`src/rtl/serv_shift_sched_if.sv`:
```
// Handshake bundle between two shift requesters, the scheduler and the bit-serial shifter.
// The slave modport is the scheduler's view; master is the requester/shifter side.
interface serv_shift_sched_if #(
    parameter int W = 32
);
    localparam int CW = $clog2(W);

    logic [1:0]      i_req;
    logic [2*CW-1:0] i_shamt;
    logic [1:0]      i_right;
    logic [1:0]      i_signbit;
    logic            i_sh_done;
    logic [1:0]      o_gnt;
    logic [1:0]      o_ack;
    logic            o_busy;
    logic            o_sh_load;
    logic [CW-1:0]   o_sh_shamt;
    logic            o_sh_right;
    logic            o_sh_signbit;
    logic            o_en;

    modport slave (
        input  i_req, i_shamt, i_right, i_signbit, i_sh_done,
        output o_gnt, o_ack, o_busy, o_sh_load, o_sh_shamt, o_sh_right, o_sh_signbit, o_en
    );

    modport master (
        output i_req, i_shamt, i_right, i_signbit, i_sh_done,
        input  o_gnt, o_ack, o_busy, o_sh_load, o_sh_shamt, o_sh_right, o_sh_signbit, o_en
    );
endinterface

```
`src/rtl/serv_shift_sched.sv`:
```
// Two-requester scheduler sharing one bit-serial shifter: arbitrate, load, skip, run W bits, ack.
// Define SERV_SHIFT_SCHED_RR_EN for round-robin tie breaking; otherwise requester 0 has priority.
module serv_shift_sched #(
    parameter int W = 32
) (
    input logic              i_clk,
    input logic              i_rst_n,
    serv_shift_sched_if.slave bus
);
    localparam int CW = $clog2(W);

    typedef enum logic [2:0] {
        ST_IDLE,
        ST_LOAD,
        ST_SKIP,
        ST_RUN,
        ST_ACK
    } state_t;

    state_t        state_reg;
    logic [CW-1:0] cnt_reg;
    logic [CW-1:0] sh_shamt_reg;
    logic          sh_right_reg;
    logic          sh_signbit_reg;
    logic [1:0]    gnt_reg;
    logic [1:0]    ack_reg;
    logic          busy_reg;
    logic          load_reg;
    logic          en_reg;
    logic          win_next;

    logic [CW-1:0] shamt_arr [2];

    for (genvar gi = 0; gi < 2; gi++) begin : g_slice
        assign shamt_arr[gi] = bus.i_shamt[gi*CW +: CW];
    end

`ifdef SERV_SHIFT_SCHED_RR_EN
    logic rr_reg;

    // Pointer only matters on a tie; a lone request always wins.
    always_comb begin
        win_next = bus.i_req[1];
        if (bus.i_req == 2'b11) begin
            win_next = rr_reg;
        end
    end

    always_ff @(posedge i_clk or negedge i_rst_n) begin
        if (!i_rst_n) begin
            rr_reg <= 1'b0;
        end else if (state_reg == ST_ACK) begin
            rr_reg <= gnt_reg[0];
        end
    end
`else
    always_comb begin
        win_next = ~bus.i_req[0];
    end
`endif

    always_ff @(posedge i_clk or negedge i_rst_n) begin
        if (!i_rst_n) begin
            state_reg      <= ST_IDLE;
            cnt_reg        <= '0;
            sh_shamt_reg   <= '0;
            sh_right_reg   <= 1'b0;
            sh_signbit_reg <= 1'b0;
            gnt_reg        <= 2'b00;
            ack_reg        <= 2'b00;
            busy_reg       <= 1'b0;
            load_reg       <= 1'b0;
            en_reg         <= 1'b0;
        end else begin
            case (state_reg)
                ST_IDLE: begin
                    if (bus.i_req != 2'b00) begin
                        state_reg      <= ST_LOAD;
                        gnt_reg        <= win_next ? 2'b10 : 2'b01;
                        sh_shamt_reg   <= shamt_arr[win_next];
                        sh_right_reg   <= bus.i_right[win_next];
                        sh_signbit_reg <= bus.i_signbit[win_next];
                        busy_reg       <= 1'b1;
                        load_reg       <= 1'b1;
                    end
                end
                ST_LOAD: begin
                    load_reg <= 1'b0;
                    if (sh_right_reg) begin
                        state_reg <= ST_SKIP;
                    end else begin
                        state_reg <= ST_RUN;
                        en_reg    <= 1'b1;
                    end
                end
                ST_SKIP: begin
                    if (bus.i_sh_done) begin
                        state_reg <= ST_RUN;
                        en_reg    <= 1'b1;
                    end
                end
                ST_RUN: begin
                    if (cnt_reg == CW'(W - 1)) begin
                        state_reg <= ST_ACK;
                        cnt_reg   <= '0;
                        en_reg    <= 1'b0;
                        ack_reg   <= gnt_reg;
                    end else begin
                        cnt_reg <= cnt_reg + CW'(1);
                    end
                end
                ST_ACK: begin
                    state_reg <= ST_IDLE;
                    ack_reg   <= 2'b00;
                    gnt_reg   <= 2'b00;
                    busy_reg  <= 1'b0;
                end
                default: begin
                    state_reg <= ST_IDLE;
                end
            endcase
        end
    end

    assign bus.o_gnt        = gnt_reg;
    assign bus.o_ack        = ack_reg;
    assign bus.o_busy       = busy_reg;
    assign bus.o_sh_load    = load_reg;
    assign bus.o_sh_shamt   = sh_shamt_reg;
    assign bus.o_sh_right   = sh_right_reg;
    assign bus.o_sh_signbit = sh_signbit_reg;
    assign bus.o_en         = en_reg;
endmodule

```
`src/flat_wrapper.sv`:
```
// flat-port wrapper written by rule: the top's interface ports become plain ports
module serv_shift_sched_flat 
#(
    parameter int W = 32
)
  (i_clk, i_rst_n, bus_i_req, bus_i_shamt, bus_i_right, bus_i_signbit, bus_i_sh_done, bus_o_gnt, bus_o_ack, bus_o_busy, bus_o_sh_load, bus_o_sh_shamt, bus_o_sh_right, bus_o_sh_signbit, bus_o_en);
  serv_shift_sched_if #(.W(W)) bus_i ();
  input logic i_clk;
  input logic i_rst_n;
  input wire logic [$bits(bus_i.i_req)-1:0] bus_i_req;
  input wire logic [$bits(bus_i.i_shamt)-1:0] bus_i_shamt;
  input wire logic [$bits(bus_i.i_right)-1:0] bus_i_right;
  input wire logic [$bits(bus_i.i_signbit)-1:0] bus_i_signbit;
  input wire logic [$bits(bus_i.i_sh_done)-1:0] bus_i_sh_done;
  output wire logic [$bits(bus_i.o_gnt)-1:0] bus_o_gnt;
  output wire logic [$bits(bus_i.o_ack)-1:0] bus_o_ack;
  output wire logic [$bits(bus_i.o_busy)-1:0] bus_o_busy;
  output wire logic [$bits(bus_i.o_sh_load)-1:0] bus_o_sh_load;
  output wire logic [$bits(bus_i.o_sh_shamt)-1:0] bus_o_sh_shamt;
  output wire logic [$bits(bus_i.o_sh_right)-1:0] bus_o_sh_right;
  output wire logic [$bits(bus_i.o_sh_signbit)-1:0] bus_o_sh_signbit;
  output wire logic [$bits(bus_i.o_en)-1:0] bus_o_en;
  assign bus_i.i_req = bus_i_req;
  assign bus_i.i_shamt = bus_i_shamt;
  assign bus_i.i_right = bus_i_right;
  assign bus_i.i_signbit = bus_i_signbit;
  assign bus_i.i_sh_done = bus_i_sh_done;
  assign bus_o_gnt = bus_i.o_gnt;
  assign bus_o_ack = bus_i.o_ack;
  assign bus_o_busy = bus_i.o_busy;
  assign bus_o_sh_load = bus_i.o_sh_load;
  assign bus_o_sh_shamt = bus_i.o_sh_shamt;
  assign bus_o_sh_right = bus_i.o_sh_right;
  assign bus_o_sh_signbit = bus_i.o_sh_signbit;
  assign bus_o_en = bus_i.o_en;
  serv_shift_sched #(.W(W)) u_core (.i_clk(i_clk), .i_rst_n(i_rst_n), .bus(bus_i));
endmodule
```
`config.mk`:
```
export PLATFORM = sky130hd
export DESIGN_NAME = serv_shift_sched_flat
export DESIGN_NICKNAME = d
export VERILOG_FILES = /design/src/rtl/serv_shift_sched_if.sv /design/src/rtl/serv_shift_sched.sv /design/src/flat_wrapper.sv
export SDC_FILE = /design/constraint.sdc
export NUM_CORES = 1
export LEC_CHECK = 0
export BUFFER_PORTS_ARGS = -buffer_cell sky130_fd_sc_hd__buf_2
export CORE_MARGIN = 2
export CORE_UTILIZATION = 56
export CTS_BUF_LIST = sky130_fd_sc_hd__clkbuf_4
export DETAILED_ROUTE_END_ITERATION = 12
export GPL_TIMING_DRIVEN = 0
export PLACE_DENSITY = 0.9
export SLEW_MARGIN = 20
export SYNTH_ARGS = -nofsm -noshare
export SYNTH_HDL_FRONTEND = slang
export SYNTH_SLANG_ARGS = --single-unit
```
`constraint.sdc`:
```
create_clock -name i_clk -period 3.18 [get_ports i_clk]
set_input_delay 0.636 -clock i_clk [delete_from_list [all_inputs] [get_ports i_clk]]
set_output_delay 0.636 -clock i_clk [all_outputs]
set_load 0.01 [all_outputs]
```
==> out/results.txt <==
I/O pin cnt: 33
CP max stage delay: 510 ps
Finished Layout Cells: 160
critical path type: register to register
DRT Pass-1 Iters: 4
CTS Buffer Depth: 2
Fin Clk Skew: 7.830 ps
number of synthesized flops with an enable pin: 0
worst-margin pin slew: 485.0 ps
Leak Pwr: 0.0006744 uW
number of I/O port buffers: 32
Layout area overhead: 19.61%
Final Max Slew Viols: 0
num rows: 16
Final Hold Fails: 0
Register Area: 550.5 um^2
Ant. Diodes: 0
# fillers: 146
cell taking the most area after synthesis: dfrtp_1
Synth Flop Type: dfrtp_1
Pwr Density: 735.5 nW/um^2
antenna violations before repair: 0
Routed WL per cell: 13.98 um
Die Height: 48.39 um
Final min period: 1987 ps
hold buffer count at CTS: 0
DRC Markers: 0
Final Cycle Share: 62.47%
most frequent cells after synthesis: dfrtp_1 (22), mux2_2 (13), a21oi_1 (7)
DIE WIDTH: 48.39 um
vias in the first global route: 898
final wirelength: 2237 um
Die ar.: 2342 um^2
Max-Cap Viols: 0
sequential element share of the synthesized area: 49.89%
synth unique cells: 29
HPWL Detailed: 1716 um
Relative slew margins: 67.67%
top cell type's share of synthesized area: 49.89%
WHS: 262.8 ps
Async SR Flop Fraction: 100.0%
crit-path cells: ha_1, and3_1, ha_1, clkbuf_1, mux4_2, nor2_1
Critical Path End Type: register
Synth Register Bits: 22
cell total after placement: 157
Critical Path AT: 2240 ps
clk_lat worst skew: 310 ps
Post-Syn Instances: 98
via count: 863
H-tree depth: 1
Worst-path clk slew: 120 ps
core area: 1902 um^2
net count after synthesis: 119
Post-DRT Antenna Nets: 0
total track usage: 21.90%
critical path peak fanout: 10
CP dominant cell by count: ha_1
Synth warnings: 0
setup violators final: 0
post_cts resized: 0
CTS buffer count: 3
Avg Inst Size Synth: 11.26 um^2
GPL Wtd Cong: 0.8059
status: finished clean
clock sinks: 22
Slowest-stage cell, CP: mux4_2
share of post-route cells with drive strength above 1: 42.11%
Multi-input gate area: 504.2 um^2
initial DRC count: 5
Worst setup SP type: register
Layout Nets: 156
final global-route overflow total: 0
CTS tree: built
setup tns final: 0 ps
post-CTS setup buffers: 0
Worst VDD drop: 0.4529 mV
WP data required: 3430 ps
Synth Cell Area: 1104 um^2
first-pass GRT wire length: 3960 um
effective utilization at floorplan: 58.03%
Via density: 5.394
top cells by area, synth: dfrtp_1 (50%), mux2_2 (13%), a21oi_1 (3.2%)
R2R Setup Slk: 1190 ps
worst hold-check path type: primary input to async pin
most numerous cell in the Yosys netlist: dfrtp_1
highest clock rate: 0.5034 GHz
Root Driver: clkbuf_4
RSZ-0062 raised after global routing: false
largest net degree at the start of global routing: 23
-- report_power, final --
part | total, uW | internal, uW | switching [uW] | leakage [uW]
clock network | 128 | 44.3 | 83.3 | 0.0000138
registers | 452 | 381 | 71.3 | 0.000268
logic | 391 | 193 | 198 | 0.000393
-- cells in the final DEF (no fill, tap or decap) --
master and instances:
or4b_1 1, nand2_1 3, ha_1 2, clkbuf_1 1, clkbuf_4 3, o22ai_1 1, a21o_1 3, nor3_1 5
dfrtp_1 22, mux2_2 13, o41ai_1 1, nor2_2 1, a21oi_1 7, nand4b_1 1, nand2b_1 4, nor2b_1 2
o21ai_0 5, mux4_2 1, buf_4 2, o211a_1 1, buf_2 35, a31oi_1 2, mux2i_1 2, o21a_1 1
and3_1 2, a21boi_0 1, nand3_1 1, inv_1 4, nor2_1 5, nand3b_4 1
-- worst max-delay path: cells and delay by family (launching register included) --
family | cells | cell delay, ps
buffers and inverters | 1 | 230
multiplexers | 1 | 510
flip-flops | 1 | 450
AND/OR/NAND/NOR | 2 | 290
adder cells (fa/ha/maj) | 2 | 450
-- metal layers --
metal,track usage (%),wire length (um)
met5,0,0
met3,4.012,69
met2,36.81,1129
met1,28.25,1014
met4,8.571,23
-- through the flow --
step / instance area, um^2 / total power, uW / setup slack (ps) / utilization [%]
2_1_floorplan: 1104 / 713.5 / 1412 / -
3_3_place_gp: 1297 / 820.1 / 1300 / 68.22
3_5_place_dp: 1297 / 854.8 / 1224 / 68.22
4_1_cts: 1320 / 976.1 / 1195 / 69.41
5_1_grt: 1320 / 1049 / 1087 / 69.41
6_report: 1320 / 970.9 / 1193 / 69.41
-- cells by family (layout without fill, tap and decap cells) --
group           count (synthesis)  after routing  synth area share [%]
mux                            16             16                 17.12
compound gates                 22             22                 12.24
buf+inv                        10             45                 4.420
simple gates                   26             26                 14.06
flops                          22             22                 49.89
fa+ha+maj                       2              2                 2.267
-- area by class of cell --
type / instances / area share (%)
plain buffers: 6 / 2.559
clock buffers: 3 / 1.706
inverters: 4 / 1.137
multi-input cells: 66 / 38.20
flip-flops and latches: 22 / 41.71
well taps: 27 / 2.559
repair buffers: 32 / 12.13
-- worst paths after layout --
check | from | to | depth (start not counted)
setup / recovery | u_core.cnt_reg[0] | u_core.state_reg[0] | 6
hold / removal | i_rst_n | u_core.bus.o_ack[0] | 1
setup reg to reg | u_core.cnt_reg[0] | u_core.state_reg[0] | 6
hold reg to reg | u_core.bus.o_busy | u_core.bus.o_busy | 1
max in group asynchronous | i_rst_n | u_core.bus.o_sh_shamt[3] | 1
min in group i_clk | u_core.bus.o_busy | u_core.bus.o_busy | 1
(Power assumes the default switching activity.)
